===== src/rtl/ball_pkg.sv =====
// ----------------------------------------------------------------------------
// ball_pkg
// Shared types and constants for the ball motion engine.
//   state_t  : serve/play/miss state encoding (also driven out on State)
//   KEY_*    : USB HID keycodes recognised by the engine
//   motion_t : signed per-frame motion, two's complement
// ----------------------------------------------------------------------------
package ball_pkg;

  typedef enum logic [1:0] {
    SERVE = 2'd0,
    PLAY  = 2'd1,
    MISS  = 2'd2
  } state_t;

  localparam logic [7:0] KEY_W     = 8'h1A;
  localparam logic [7:0] KEY_S     = 8'h16;
  localparam logic [7:0] KEY_SERVE = 8'h2C;

  // Motion only ever holds small speeds, so its width is independent of the
  // coordinate width; the top sign-extends it onto the MotionX/MotionY ports.
  localparam int MOTION_W = 10;
  typedef logic signed [MOTION_W-1:0] motion_t;

endpackage


===== src/rtl/ball_axis.sv =====
// ----------------------------------------------------------------------------
// ball_axis
// One-axis next-motion and clamped next-position logic (purely combinational).
// Optional feature macro: BALL_SPEEDUP_EN (bounce raises |motion| by one, up
// to MAX_STEP, on instances built with SPEEDUP=1).
//
// Ports:
//   i_pos      current centre coordinate (unsigned)
//   i_motion   current motion on this axis
//   i_bounce   collision bounce: invert motion (highest priority)
//   i_neg_req  force motion to -STEP
//   i_pos_req  force motion to +STEP (below i_neg_req)
//   o_at_lo    centre is at or beyond the low edge (pos <= MIN+BALL_SIZE)
//   o_at_hi    centre is at or beyond the high edge (pos+BALL_SIZE >= MAX)
//   o_motion   new motion for this frame
//   o_pos      i_pos + o_motion, clamped to [MIN+BALL_SIZE, MAX-BALL_SIZE]
// ----------------------------------------------------------------------------
module ball_axis
  import ball_pkg::*;
#(
  parameter int COORD_W   = 10,
  parameter int P_MIN     = 0,
  parameter int P_MAX     = 639,
  parameter int BALL_SIZE = 4,
  parameter int STEP      = 1,
  parameter int MAX_STEP  = 4,
  parameter bit SPEEDUP   = 1'b0
) (
  input  logic [COORD_W-1:0] i_pos,
  input  motion_t            i_motion,
  input  logic               i_bounce,
  input  logic               i_neg_req,
  input  logic               i_pos_req,
  output logic               o_at_lo,
  output logic               o_at_hi,
  output motion_t            o_motion,
  output logic [COORD_W-1:0] o_pos
);

  localparam int LO = P_MIN + BALL_SIZE;
  localparam int HI = P_MAX - BALL_SIZE;

`ifdef BALL_SPEEDUP_EN
  localparam bit BUILD_SPEEDUP = 1'b1;
`else
  localparam bit BUILD_SPEEDUP = 1'b0;
`endif
  localparam bit SPEEDUP_ON = SPEEDUP && BUILD_SPEEDUP;

  // Invert direction; with speed-up the magnitude grows by one per bounce,
  // capped at MAX_STEP.
  function automatic motion_t f_bounce(input motion_t m);
    int mag;
    mag = (m < 0) ? -int'(m) : int'(m);
    if (SPEEDUP_ON) begin
      mag = (mag + 1 > MAX_STEP) ? MAX_STEP : mag + 1;
    end
    return (m < 0) ? motion_t'(mag) : motion_t'(-mag);
  endfunction

  int w_sum;

  always_comb begin
    if (i_bounce) begin
      o_motion = f_bounce(i_motion);
    end else if (i_neg_req) begin
      o_motion = motion_t'(-STEP);
    end else if (i_pos_req) begin
      o_motion = motion_t'(STEP);
    end else begin
      o_motion = i_motion;
    end

    // Signed 32-bit sum so a step past either edge cannot wrap before clamping.
    w_sum = int'(i_pos) + int'(o_motion);
    if (w_sum < LO) begin
      w_sum = LO;
    end else if (w_sum > HI) begin
      w_sum = HI;
    end
    o_pos = w_sum[COORD_W-1:0];
  end

  // Edge tests only add constants to the position, so nothing can underflow.
  assign o_at_lo = (int'(i_pos) <= LO);
  assign o_at_hi = (int'(i_pos) + BALL_SIZE >= P_MAX);

endmodule


===== src/rtl/ball_motion_ctrl.sv =====
// ----------------------------------------------------------------------------
// ball_motion_ctrl
// Per-frame ball motion engine: wall/collision bounce, keyboard steering and a
// serve/play/miss state machine with saturating per-side scores. The motion
// decided in a frame is applied to the position in that same frame.
// Optional feature macro: BALL_SPEEDUP_EN (X bounces speed the ball up).
//
// Ports:
//   frame_clk        frame-rate clock, all state updates on rising edge
//   Reset            asynchronous active-high reset
//   bit_on/bit_on_v  horizontal/vertical playfield collision this frame
//   keycode          USB HID keycode (0 = none)
//   BallX/BallY      ball centre
//   BallS            ball half-extent (constant)
//   MotionX/MotionY  signed motion, two's complement
//   State            0=SERVE, 1=PLAY, 2=MISS
//   MissL/MissR      one-frame pulse when the ball is lost on that side
//   ScoreL/ScoreR    saturating scores
// ----------------------------------------------------------------------------
module ball_motion_ctrl
  import ball_pkg::*;
#(
  parameter int COORD_W      = 10,
  parameter int X_MIN        = 0,
  parameter int X_MAX        = 639,
  parameter int Y_MIN        = 0,
  parameter int Y_MAX        = 479,
  parameter int BALL_SIZE    = 4,
  parameter int STEP         = 1,
  parameter int MAX_STEP     = 4,
  parameter int SERVE_FRAMES = 60,
  parameter int SCORE_W      = 4
) (
  input  logic               frame_clk,
  input  logic               Reset,
  input  logic               bit_on,
  input  logic               bit_on_v,
  input  logic [7:0]         keycode,
  output logic [COORD_W-1:0] BallX,
  output logic [COORD_W-1:0] BallY,
  output logic [COORD_W-1:0] BallS,
  output logic [COORD_W-1:0] MotionX,
  output logic [COORD_W-1:0] MotionY,
  output logic [1:0]         State,
  output logic               MissL,
  output logic               MissR,
  output logic [SCORE_W-1:0] ScoreL,
  output logic [SCORE_W-1:0] ScoreR
);

  localparam int CNT_W = (SERVE_FRAMES > 2) ? $clog2(SERVE_FRAMES) : 1;
  localparam logic [CNT_W-1:0]   CNT_LAST = CNT_W'(SERVE_FRAMES - 1);
  localparam logic [COORD_W-1:0] X_CTR    = COORD_W'((X_MIN + X_MAX + 1) / 2);
  localparam logic [COORD_W-1:0] Y_CTR    = COORD_W'((Y_MIN + Y_MAX + 1) / 2);
  localparam motion_t            M_NEG    = motion_t'(-STEP);
  localparam motion_t            M_POS    = motion_t'(STEP);

  function automatic logic [SCORE_W-1:0] f_sat_inc(input logic [SCORE_W-1:0] s);
    return (&s) ? s : s + 1'b1;
  endfunction

  state_t               r_state, w_state_nxt;
  logic [COORD_W-1:0]   r_pos_x, r_pos_y, w_pos_x_nxt, w_pos_y_nxt;
  motion_t              r_mot_x, r_mot_y, w_mot_x_nxt, w_mot_y_nxt;
  logic [CNT_W-1:0]     r_cnt, w_cnt_nxt;
  logic                 r_miss_l, r_miss_r, w_miss_l_nxt, w_miss_r_nxt;
  logic [SCORE_W-1:0]   r_score_l, r_score_r, w_score_l_nxt, w_score_r_nxt;

  logic                 w_x_lo, w_x_hi, w_y_lo, w_y_hi;
  logic                 w_y_neg, w_y_pos;
  motion_t              w_ax_mot_x, w_ax_mot_y;
  logic [COORD_W-1:0]   w_ax_pos_x, w_ax_pos_y;

  // Y steering priority: bottom edge, top edge, W, S.
  assign w_y_neg = w_y_hi | (~w_y_lo & (keycode == KEY_W));
  assign w_y_pos = ~w_y_hi & (w_y_lo | (keycode == KEY_S));

  ball_axis #(
    .COORD_W  (COORD_W),
    .P_MIN    (X_MIN),
    .P_MAX    (X_MAX),
    .BALL_SIZE(BALL_SIZE),
    .STEP     (STEP),
    .MAX_STEP (MAX_STEP),
    .SPEEDUP  (1'b1)
  ) u_axis_x (
    .i_pos    (r_pos_x),
    .i_motion (r_mot_x),
    .i_bounce (bit_on),
    .i_neg_req(1'b0),
    .i_pos_req(1'b0),
    .o_at_lo  (w_x_lo),
    .o_at_hi  (w_x_hi),
    .o_motion (w_ax_mot_x),
    .o_pos    (w_ax_pos_x)
  );

  ball_axis #(
    .COORD_W  (COORD_W),
    .P_MIN    (Y_MIN),
    .P_MAX    (Y_MAX),
    .BALL_SIZE(BALL_SIZE),
    .STEP     (STEP),
    .MAX_STEP (MAX_STEP),
    .SPEEDUP  (1'b0)
  ) u_axis_y (
    .i_pos    (r_pos_y),
    .i_motion (r_mot_y),
    .i_bounce (bit_on_v),
    .i_neg_req(w_y_neg),
    .i_pos_req(w_y_pos),
    .o_at_lo  (w_y_lo),
    .o_at_hi  (w_y_hi),
    .o_motion (w_ax_mot_y),
    .o_pos    (w_ax_pos_y)
  );

  always_comb begin
    w_state_nxt   = r_state;
    w_pos_x_nxt   = r_pos_x;
    w_pos_y_nxt   = r_pos_y;
    w_mot_x_nxt   = r_mot_x;
    w_mot_y_nxt   = r_mot_y;
    w_cnt_nxt     = r_cnt;
    w_miss_l_nxt  = 1'b0;
    w_miss_r_nxt  = 1'b0;
    w_score_l_nxt = r_score_l;
    w_score_r_nxt = r_score_r;

    case (r_state)
      SERVE: begin
        w_pos_x_nxt = X_CTR;
        w_pos_y_nxt = Y_CTR;
        if ((r_cnt == CNT_LAST) || (keycode == KEY_SERVE)) begin
          w_state_nxt = PLAY;
          w_cnt_nxt   = '0;
        end else begin
          w_cnt_nxt = r_cnt + 1'b1;
        end
      end

      PLAY: begin
        w_mot_x_nxt = w_ax_mot_x;
        w_mot_y_nxt = w_ax_mot_y;
        w_pos_x_nxt = w_ax_pos_x;
        w_pos_y_nxt = w_ax_pos_y;
        // A collision bounce on the edge frame saves the ball.
        // Entering MISS already shows the centred ball, the reset motion
        // toward the conceding side and the updated score.
        if (!bit_on && w_x_lo) begin
          w_state_nxt   = MISS;
          w_miss_l_nxt  = 1'b1;
          w_score_r_nxt = f_sat_inc(r_score_r);
          w_pos_x_nxt   = X_CTR;
          w_pos_y_nxt   = Y_CTR;
          w_mot_x_nxt   = M_NEG;
          w_mot_y_nxt   = '0;
        end else if (!bit_on && w_x_hi) begin
          w_state_nxt   = MISS;
          w_miss_r_nxt  = 1'b1;
          w_score_l_nxt = f_sat_inc(r_score_l);
          w_pos_x_nxt   = X_CTR;
          w_pos_y_nxt   = Y_CTR;
          w_mot_x_nxt   = M_POS;
          w_mot_y_nxt   = '0;
        end
      end

      MISS: begin
        w_state_nxt = SERVE;
        w_cnt_nxt   = '0;
      end

      default: begin
        w_state_nxt = SERVE;
        w_cnt_nxt   = '0;
      end
    endcase
  end

  always_ff @(posedge frame_clk or posedge Reset) begin
    if (Reset) begin
      r_state   <= SERVE;
      r_pos_x   <= X_CTR;
      r_pos_y   <= Y_CTR;
      r_mot_x   <= M_NEG;
      r_mot_y   <= '0;
      r_cnt     <= '0;
      r_miss_l  <= 1'b0;
      r_miss_r  <= 1'b0;
      r_score_l <= '0;
      r_score_r <= '0;
    end else begin
      r_state   <= w_state_nxt;
      r_pos_x   <= w_pos_x_nxt;
      r_pos_y   <= w_pos_y_nxt;
      r_mot_x   <= w_mot_x_nxt;
      r_mot_y   <= w_mot_y_nxt;
      r_cnt     <= w_cnt_nxt;
      r_miss_l  <= w_miss_l_nxt;
      r_miss_r  <= w_miss_r_nxt;
      r_score_l <= w_score_l_nxt;
      r_score_r <= w_score_r_nxt;
    end
  end

  assign BallX   = r_pos_x;
  assign BallY   = r_pos_y;
  assign BallS   = COORD_W'(BALL_SIZE);
  assign MotionX = COORD_W'(r_mot_x);
  assign MotionY = COORD_W'(r_mot_y);
  assign State   = r_state;
  assign MissL   = r_miss_l;
  assign MissR   = r_miss_r;
  assign ScoreL  = r_score_l;
  assign ScoreR  = r_score_r;

endmodule


===== config.mk =====
export PLATFORM = sky130hd
export DESIGN_NAME = ball_motion_ctrl
export DESIGN_NICKNAME = d
export VERILOG_FILES = /design/src/rtl/ball_pkg.sv /design/src/rtl/ball_axis.sv /design/src/rtl/ball_motion_ctrl.sv
export SDC_FILE = /design/constraint.sdc
export NUM_CORES = 1
export LEC_CHECK = 0
export BUFFER_PORTS_ARGS = -buffer_cell sky130_fd_sc_hd__buf_2
export CORE_MARGIN = 2
export CORE_UTILIZATION = 55
export CTS_CLUSTER_SIZE = 12
export DETAILED_ROUTE_END_ITERATION = 6
export PLACE_DENSITY_LB_ADDON = 0.25
export SYNTH_ARGS = -nofsm -noshare
export SYNTH_HDL_FRONTEND = slang
export SYNTH_SLANG_ARGS = --single-unit
export TNS_END_PERCENT = 50

===== constraint.sdc =====
create_clock -name frame_clk -period 4.77 [get_ports frame_clk]
set_clock_uncertainty 0.05 [all_clocks]
set_input_delay 0.954 -clock frame_clk [delete_from_list [all_inputs] [get_ports frame_clk]]
set_output_delay 0.954 -clock frame_clk [all_outputs]
set_load 0.005 [all_outputs]

==> results.cfg, run 1 <==
[place]
gp_congestion = 0.915
dpl.hpwl_um = 10200
numPortBuffers = 63

[synthesis]
synth_top_family_by_area = compound AO/OA/AOI/OAI gates
ys_warn_count = 0
async_flop_share = 1.00
synthAdderAreaFrac = 0.0998
synth.area.top_cells = dfrtp_1 20%, ha_1 9.2%, dfstp_2 8.1%
synth_xor_xnor_area_share = 0.0535
synth_top_area_cell = dfrtp_1
yosysMostFrequentCell = nand2_1
synth_compound_area_frac = 0.279
synth_cell_types = 89
syn-cell-area_um2 = 5160
synth_flop_cell = dfrtp_1
yosys.area_share.simple = 0.209
ys_ff_latch = 58
synth_seq_area_share = 0.285
syn_inst = 601
synth_commonest_cells = 46 x nand2_1, 42 x dfrtp_1, 38 x ha_1
synth-edff-count = 0
synthMuxAreaShare = 0.0162
synth_top_area_share = 0.203
postSynthAreaPerCell_um2 = 8.59

[timing]
max_freq_mhz = 217
hold_viol_final = 0
period_share = 0.965
worstMarginPinSlew_ps = 994
whs_ps = 436
min_period_ps = 4600
slew_headroom = 0.337
finalMaxSlewViolations = 0
fin_setup_tns_ps = 0
rsz0062_at_grt = yes
finalSetupViolCount = 0

[critical_path]
worst-path-max-fanout = 7
critPathArrivalTime_ps = 4830
start_kind = flop
path_class = reg -> reg
rr_startpoint = BallY[2]
crit_required_ps = 5000
cp-end-kind = flop
critPathLaunch = BallY[2]

[job]
drv_cap = 0

[global_routing]
grt_start_max_net_pins = 34
first_global_vias = 4569
grtUsageTotal = 0.269
antenna_found_initial = 0
grt_pass1_wl_um = 21800
grt.overflow.total = 0

[final_layout]
n_antenna_cell = 0
drive_gt1_frac = 0.242
syn_to_final_growth_pct = 15.0
fin_nets = 726

[clocking]
post_cts_buffers = 0
cts_buffer_depth = 2
cts_root_buf = clkbuf_8
tritoncts = yes
cts_buffers = 9
worstSkewPairLatency_ps = 350
cts.sinks = 58
cts-htree-levels = 3
path_clk_slew_ps = 80

[drt]
drt_iter0_drc = 247
wire_per_inst_um = 17.5
wl_um = 13800
ant_nets = 0
firstDrtPassIters = 5
post-route-drc-count = 0
viasPerCell = 6.38
num_vias = 5038

[die]
initial_core_util = 0.562
die_h_um = 101
ios = 74
dieArea_um2 = 10200
fp.coreArea_um2 = 9200
fp.dieW_um = 101
rows = 35

[status]
outcome = completed

[hold_path]
hp-class = reg -> reg
min_from = r_cnt[5]
-- flip-flops by register name, indices dropped and copies added, names as in the netlist --
name     count
MotionY     10
MissL        1
ScoreL       4
State        2
MotionX     10
r_cnt        6
BallX       10
ScoreR       4
MissR        1
BallY       10
-- what timing repair did --
item	in CTS	in global routing
resized for setup	1	17
setup endpoints to repair	1	8
cloned	0	0
hold buffers	0	0
hold endpoints to repair	0	0
-- cells by family after synthesis --
family,after synthesis
other,2
xor gates and xnor gates,29
AOI/OAI and AO/OA,199
adders and majority gates,40
and+or+nand+nor,201
buffers and inverters,64
muxes,8
DFF,58
-- layout by cell type (no fill, tap or decap), types with 10 or more instances in the layout --
master / Yosys / final
a21oi_1: 34 / 34
a22o_1: 16 / 16
buf_2: 1 / 63
buf_4: 10 / 22
conb_1: 2 / 10
dfrtp_1: 42 / 41
dfstp_2: 16 / 16
ha_1: 38 / 37
inv_1: 33 / 32
nand2_1: 46 / 46
nand3_1: 21 / 21
nor2_1: 32 / 30
nor2b_1: 14 / 14
nor3_1: 19 / 18
o211ai_1: 13 / 13
o21ai_0: 35 / 33
xnor2_1: 15 / 15
xor2_1: 11 / 11
-- cell type report --
type                    instances  area (um^2)
multi-input cells             487         3500
fillers                       788         3260
flip-flops and latches         58         1470
repair buffers                 85          480
well taps                     111          139
clock buffers                   9          124
inverters                      33          124
clock inverters                 7          103
-- per-stage QoR --
step / cells / setup slack [ps] / cell area, um^2 / util
3_3_place_gp: 774 / 100 / 5650 / 0.615
4_1_cts: 790 / 13.6 / 5880 / 0.640
6_report: 790 / 168 / 5940 / 0.646
5_1_grt: 790 / -24.4 / 5940 / 0.646
2_1_floorplan: 609 / 366 / 5190 / -
3_5_place_dp: 774 / -49.3 / 5650 / 0.615
-- routing by layer --
| metal | share of wire | wire (um) | up-vias | track usage |
|---|---|---|---|---|
| li1 | - | - | 2399 | - |
| met1 | 0.41 | 5680 | 2420 | 0.343 |
| met2 | 0.50 | 6880 | 180 | 0.451 |
| met3 | 0.059 | 813 | 39 | 0.0465 |
| met4 | 0.031 | 428 | 0 | 0.112 |
| met5 | 0 | 0 | - | 0 |
-- final timing paths --
check / end / slack [ps] / depth (start not counted)
setup / recovery: BallY[2] / 170 / 17
hold / removal: r_cnt[5] / 440 / 1
setup reg to reg: BallY[2] / 170 / 17
hold reg to reg: r_cnt[5] / 440 / 1
max in group asynchronous: BallX[8] / 3200 / 3
min in group asynchronous: MotionY[3] / 610 / 2
-- critical path: stages (launching register included) --
cell and delay, ps:
dfrtp_1 490, inv_1 110, ha_1 210, a32o_1 210
a2bb2oi_1 170, o41ai_1 110, buf_4 160, nor3_1 350
a22oi_1 240, fa_1 500, a211oi_2 320, nor2_1 110
xor2_1 170, or4_1 540, nor4_1 290, o22ai_2 160
nor2_1 200, a221o_1 160
Power of run 1 is left out: the tool's default activity adds up to more than one toggle a clock period on the data nets, which glitch-free logic cannot reach.
==> run 2: changes to the inputs <==
--- a/constraint.sdc
+++ b/constraint.sdc
@@ -3,3 +3,3 @@
 set_input_delay 0.954 -clock frame_clk [delete_from_list [all_inputs] [get_ports frame_clk]]
 set_output_delay 0.954 -clock frame_clk [all_outputs]
-set_load 0.005 [all_outputs]
+set_load 0.1 [all_outputs]
==> run 2 against run 1 <==
Via count is 0.16% lower; setup slack improved by 44 ps; worst hold slack improved by 1.8 ps; highest routed layer unchanged; cell area up 1.0%; cell count grew 0.25%; largest cell class unchanged; fmax grew 0.96%.
==> results.cfg, run 2 (synthesis results as in run 1) <==
[status]
outcome = completed

[drt]
ant_nets = 0
post-route-drc-count = 0
viasPerCell = 6.35
drt_iter0_drc = 265
wl_um = 13900
wire_per_inst_um = 17.6
firstDrtPassIters = 5
num_vias = 5030

[critical_path]
critPathArrivalTime_ps = 4740
ff2ff_setup_slack_ps = 210
start_kind = flop
reg2reg_to = BallY[2]
cp-end-kind = flop
critPathLaunch = MotionY[0]
crit_required_ps = 4950
worst-path-max-fanout = 9
rr_startpoint = MotionY[0]
ff2ff_path_depth = 16
path_class = reg -> reg

[clocking]
worstSkewPairLatency_ps = 350
cts-htree-levels = 3
post_cts_resized = 2
cts.sinks = 58
cts_buffers = 9
tritoncts = yes
cts_buffer_depth = 2
holdBufCountCts = 0
post_cts_buffers = 0
path_clk_slew_ps = 80
cts_root_buf = clkbuf_8

[global_routing]
grt.overflow.total = 0
first_global_vias = 4627
grt_start_max_net_pins = 59
grtUsageTotal = 0.273
grt_pass1_wl_um = 22000
antenna_found_initial = 0

[final_layout]
fin_nets = 728
drive_gt1_frac = 0.254
mostFrequentLayoutCell = buf_2
mostFrequentLayoutCells = 63 x buf_2, 46 x nand2_1, 37 x ha_1, 36 x dfrtp_1
stdcell_count = 792
n_antenna_cell = 0
syn_to_final_growth_pct = 16.2

[timing]
period_share = 0.956
slew_headroom = 0.335
whs_ps = 438
hold_viol_final = 0
worstMarginPinSlew_ps = 997
fin_setup_tns_ps = 0
min_period_ps = 4560
finalSetupViolCount = 0
max_freq_mhz = 219
finalMaxSlewViolations = 0

[place]
dpl.hpwl_um = 10200
gp_congestion = 0.938
dp.cells = 776
numPortBuffers = 63

[die]
initial_core_util = 0.562
die_h_um = 101
fp.dieW_um = 101
fp.coreArea_um2 = 9200
ios = 74
rows = 35
dieArea_um2 = 10200

[hold_path]
hold_path_depth = 1
hp-class = reg -> reg
worstHoldEndpoint = r_cnt[5]
min_from = r_cnt[5]

[job]
drv_cap = 0
run 2: changes by cell type in the layout (fill, tap and decap cells not counted), moves of 2 or more:
cell / previous run / this run
dfrtp_1: 41 / 36
dfrtp_2: 1 / 6
a211oi_2: 4 / 2
buf_4: 22 / 24
clkinv_4: 3 / 1
run 2: worst max-delay path by stage:
stage	to	slack [ps]
after CTS	BallY[4]	30
after global placement	BallY[2]	50
after floorplan	BallY[2]	20
after global routing	BallY[2]	-20
after detailed placement	BallY[4]	-130
final	BallY[2]	210
run 2: through the flow:
step / area (um^2) / setup slack (ps) / utilization
after floorplan: 5200 / 17.2 / -
after global placement: 5670 / 47.5 / 0.617
after detailed placement: 5670 / -126 / 0.617
after CTS: 5900 / 27.2 / 0.642
after global routing: 6000 / -21.4 / 0.652
final: 6000 / 212 / 0.652
run 2: final cells by class:
type	count	area, um^2
multi-input combinational	487	3540
fill	809	3200
sequential	58	1480
timing repair buffer	87	495
tap	111	139
clock buffer	9	124
inverter	33	124
clock inverter	7	101
run 2: worst max-delay path, cell delays in order, from the launching register on:
cell	delay (ps)
dfrtp_2	400
inv_1	80
ha_1	180
or3b_1	420
a2111oi_2	340
a211oi_2	130
o41ai_2	670
nor2_2	220
ha_1	450
or4_1	440
o211ai_1	120
a21oi_1	70
nand3_1	200
nor4_2	90
o22ai_2	210
nor2_1	90
a221o_1	280
run 2: per-layer routing:
metal	track usage	wire length [um]	vias up
met5	0	0	-
met4	0.140	532	0
met3	0.0465	884	38
met2	0.449	6790	198
met1	0.344	5730	2406
li1	-	-	2388
Power of run 2 is left out for the same reason.
==> run 3: changes to the inputs <==
Settings changed: CTS_BUF_LIST set to sky130_fd_sc_hd__clkbuf_8.
Clock period 4.77 ns to 5.8 ns, I/O delays scaled along.
==> run 3 against run 2 <==
Setup slack improved by 420 ps; cell area is 4.3% lower; critical path depth is 3 higher; first-iteration DRC count grew 4.2%; die area unchanged; clock-buffer cell count did not move; routed wire length down 3.8%; sequential share of layout area up 0.97 points; cell count decreased by 2.5%; flip-flop and latch count unchanged; largest cell class unchanged.
==> results.cfg, run 3 (synthesis results as in run 1) <==
[status]
outcome = completed

[place]
gp_congestion = 0.969
numPortBuffers = 63
dpl.hpwl_um = 9840
dp_slack_ps = 525

[critical_path]
cp_cell_sequence = inv_1 -> ha_1 -> a32o_1 -> a2bb2oi_1 -> o41ai_1 -> buf_4 -> nor2_1 -> and2_1 -> o21ai_0 -> ha_1 -> fa_1 -> a211oi_1 -> o21ai_0 -> xor2_1 -> nand4_1 -> nor3_1 -> nand3_1 -> a31o_2 -> a221o_1
path_delay_family = compound AO/OA/AOI/OAI gates
max_stage_delay_ps = 570
rr_startpoint = BallY[2]
cp_num_buf_inv = 2
critPathLaunch = BallY[2]
worst-path-max-fanout = 9
start_kind = flop
ff2ff_path_depth = 19
ff2ff_setup_slack_ps = 630
critPathArrivalTime_ps = 5350
crit_required_ps = 5980
slowest_stage = dfrtp_1
reg2reg_to = BallY[2]
path_class = reg -> reg
cp-end-kind = flop

[final_layout]
mostFrequentLayoutCells = 63 x buf_2, 46 x nand2_1, 42 x dfrtp_1, 38 x ha_1, 35 x o21ai_0
seqCellArea_um2 = 1470
drive_gt1_frac = 0.201
syn_to_final_growth_pct = 11.2
fillers = 798
fin_nets = 708
multi_input_area_um2 = 3440
n_antenna_cell = 0
mostFrequentLayoutCell = buf_2

[drt]
ant_nets = 0
firstDrtPassIters = 4
wire_per_inst_um = 17.4
drt_iter0_drc = 276
post-route-drc-count = 0
viasPerCell = 6.32
wl_um = 13400
num_vias = 4880

[clocking]
tritoncts = yes
post_cts_buffers = 0
cts.sinks = 58
post_cts_resized = 0
cts-htree-levels = 3
worstSkewPairLatency_ps = 350
cts_buffers = 9
path_clk_slew_ps = 80
cts_buffer_depth = 2
holdBufCountCts = 0
cts_root_buf = clkbuf_8

[timing]
max_freq_mhz = 193
finalMaxSlewViolations = 0
rsz0062_at_grt = no
worstMarginPinSlew_ps = 974
fin_setup_tns_ps = 0
finalSetupViolCount = 0
period_share = 0.891
min_period_ps = 5170
slew_headroom = 0.350
setup_slack_ps = 630
hold_viol_final = 0

[die]
rows = 35
fp.coreArea_um2 = 9200
initial_core_util = 0.562
dieArea_um2 = 10200
ios = 74
die_h_um = 101
fp.dieW_um = 101

[hold_path]
hold_path_depth = 1
worstHoldEndpoint = r_cnt[5]
min_from = r_cnt[5]
hp-class = reg -> reg

[global_routing]
antenna_found_initial = 0
grt.overflow.total = 0
first_global_vias = 4589
grtUsageTotal = 0.271
grt_pass1_wl_um = 21900
grt_start_max_net_pins = 59

[job]
drv_cap = 0
run 3: worst max-delay path by stage:
stage / to / slack (ps) / depth (start not counted)
after floorplan: BallY[2] / 800 / 17
after global placement: BallY[2] / 740 / 17
after detailed placement: BallY[2] / 530 / 17
after CTS: BallY[2] / 660 / 19
after global routing: BallY[2] / 250 / 19
final: BallY[2] / 630 / 19
run 3: per-layer routing:
layer	GRT usage	vias to the layer above	share of wire	wire length [um]
li1	-	2342	-	-
met1	0.343	2348	0.43	5770
met2	0.451	159	0.49	6570
met3	0.0409	31	0.050	673
met4	0.134	0	0.030	399
met5	0	-	0	0
run 3: through the flow:
| step | cells | util | hold slack [ps] | cell area [um^2] |
|---|---|---|---|---|
| 6_report | 772 | 0.624 | 439 | 5740 |
| 5_1_grt | 772 | 0.624 | 458 | 5740 |
| 4_1_cts | 772 | 0.624 | 439 | 5740 |
| 3_5_place_dp | 756 | 0.600 | 419 | 5520 |
| 3_3_place_gp | 756 | 0.600 | 418 | 5520 |
| 2_1_floorplan | 609 | - | 396 | 5190 |
run 3: cell type report:
class                      count  area share
multi-input combinational    487       0.598
sequential                    58       0.256
clock inverter                 7      0.0179
inverter                      33      0.0216
clock buffer                   9      0.0216
tap                          111      0.0242
timing repair buffer          67      0.0601
Power of run 3 is left out for the same reason.
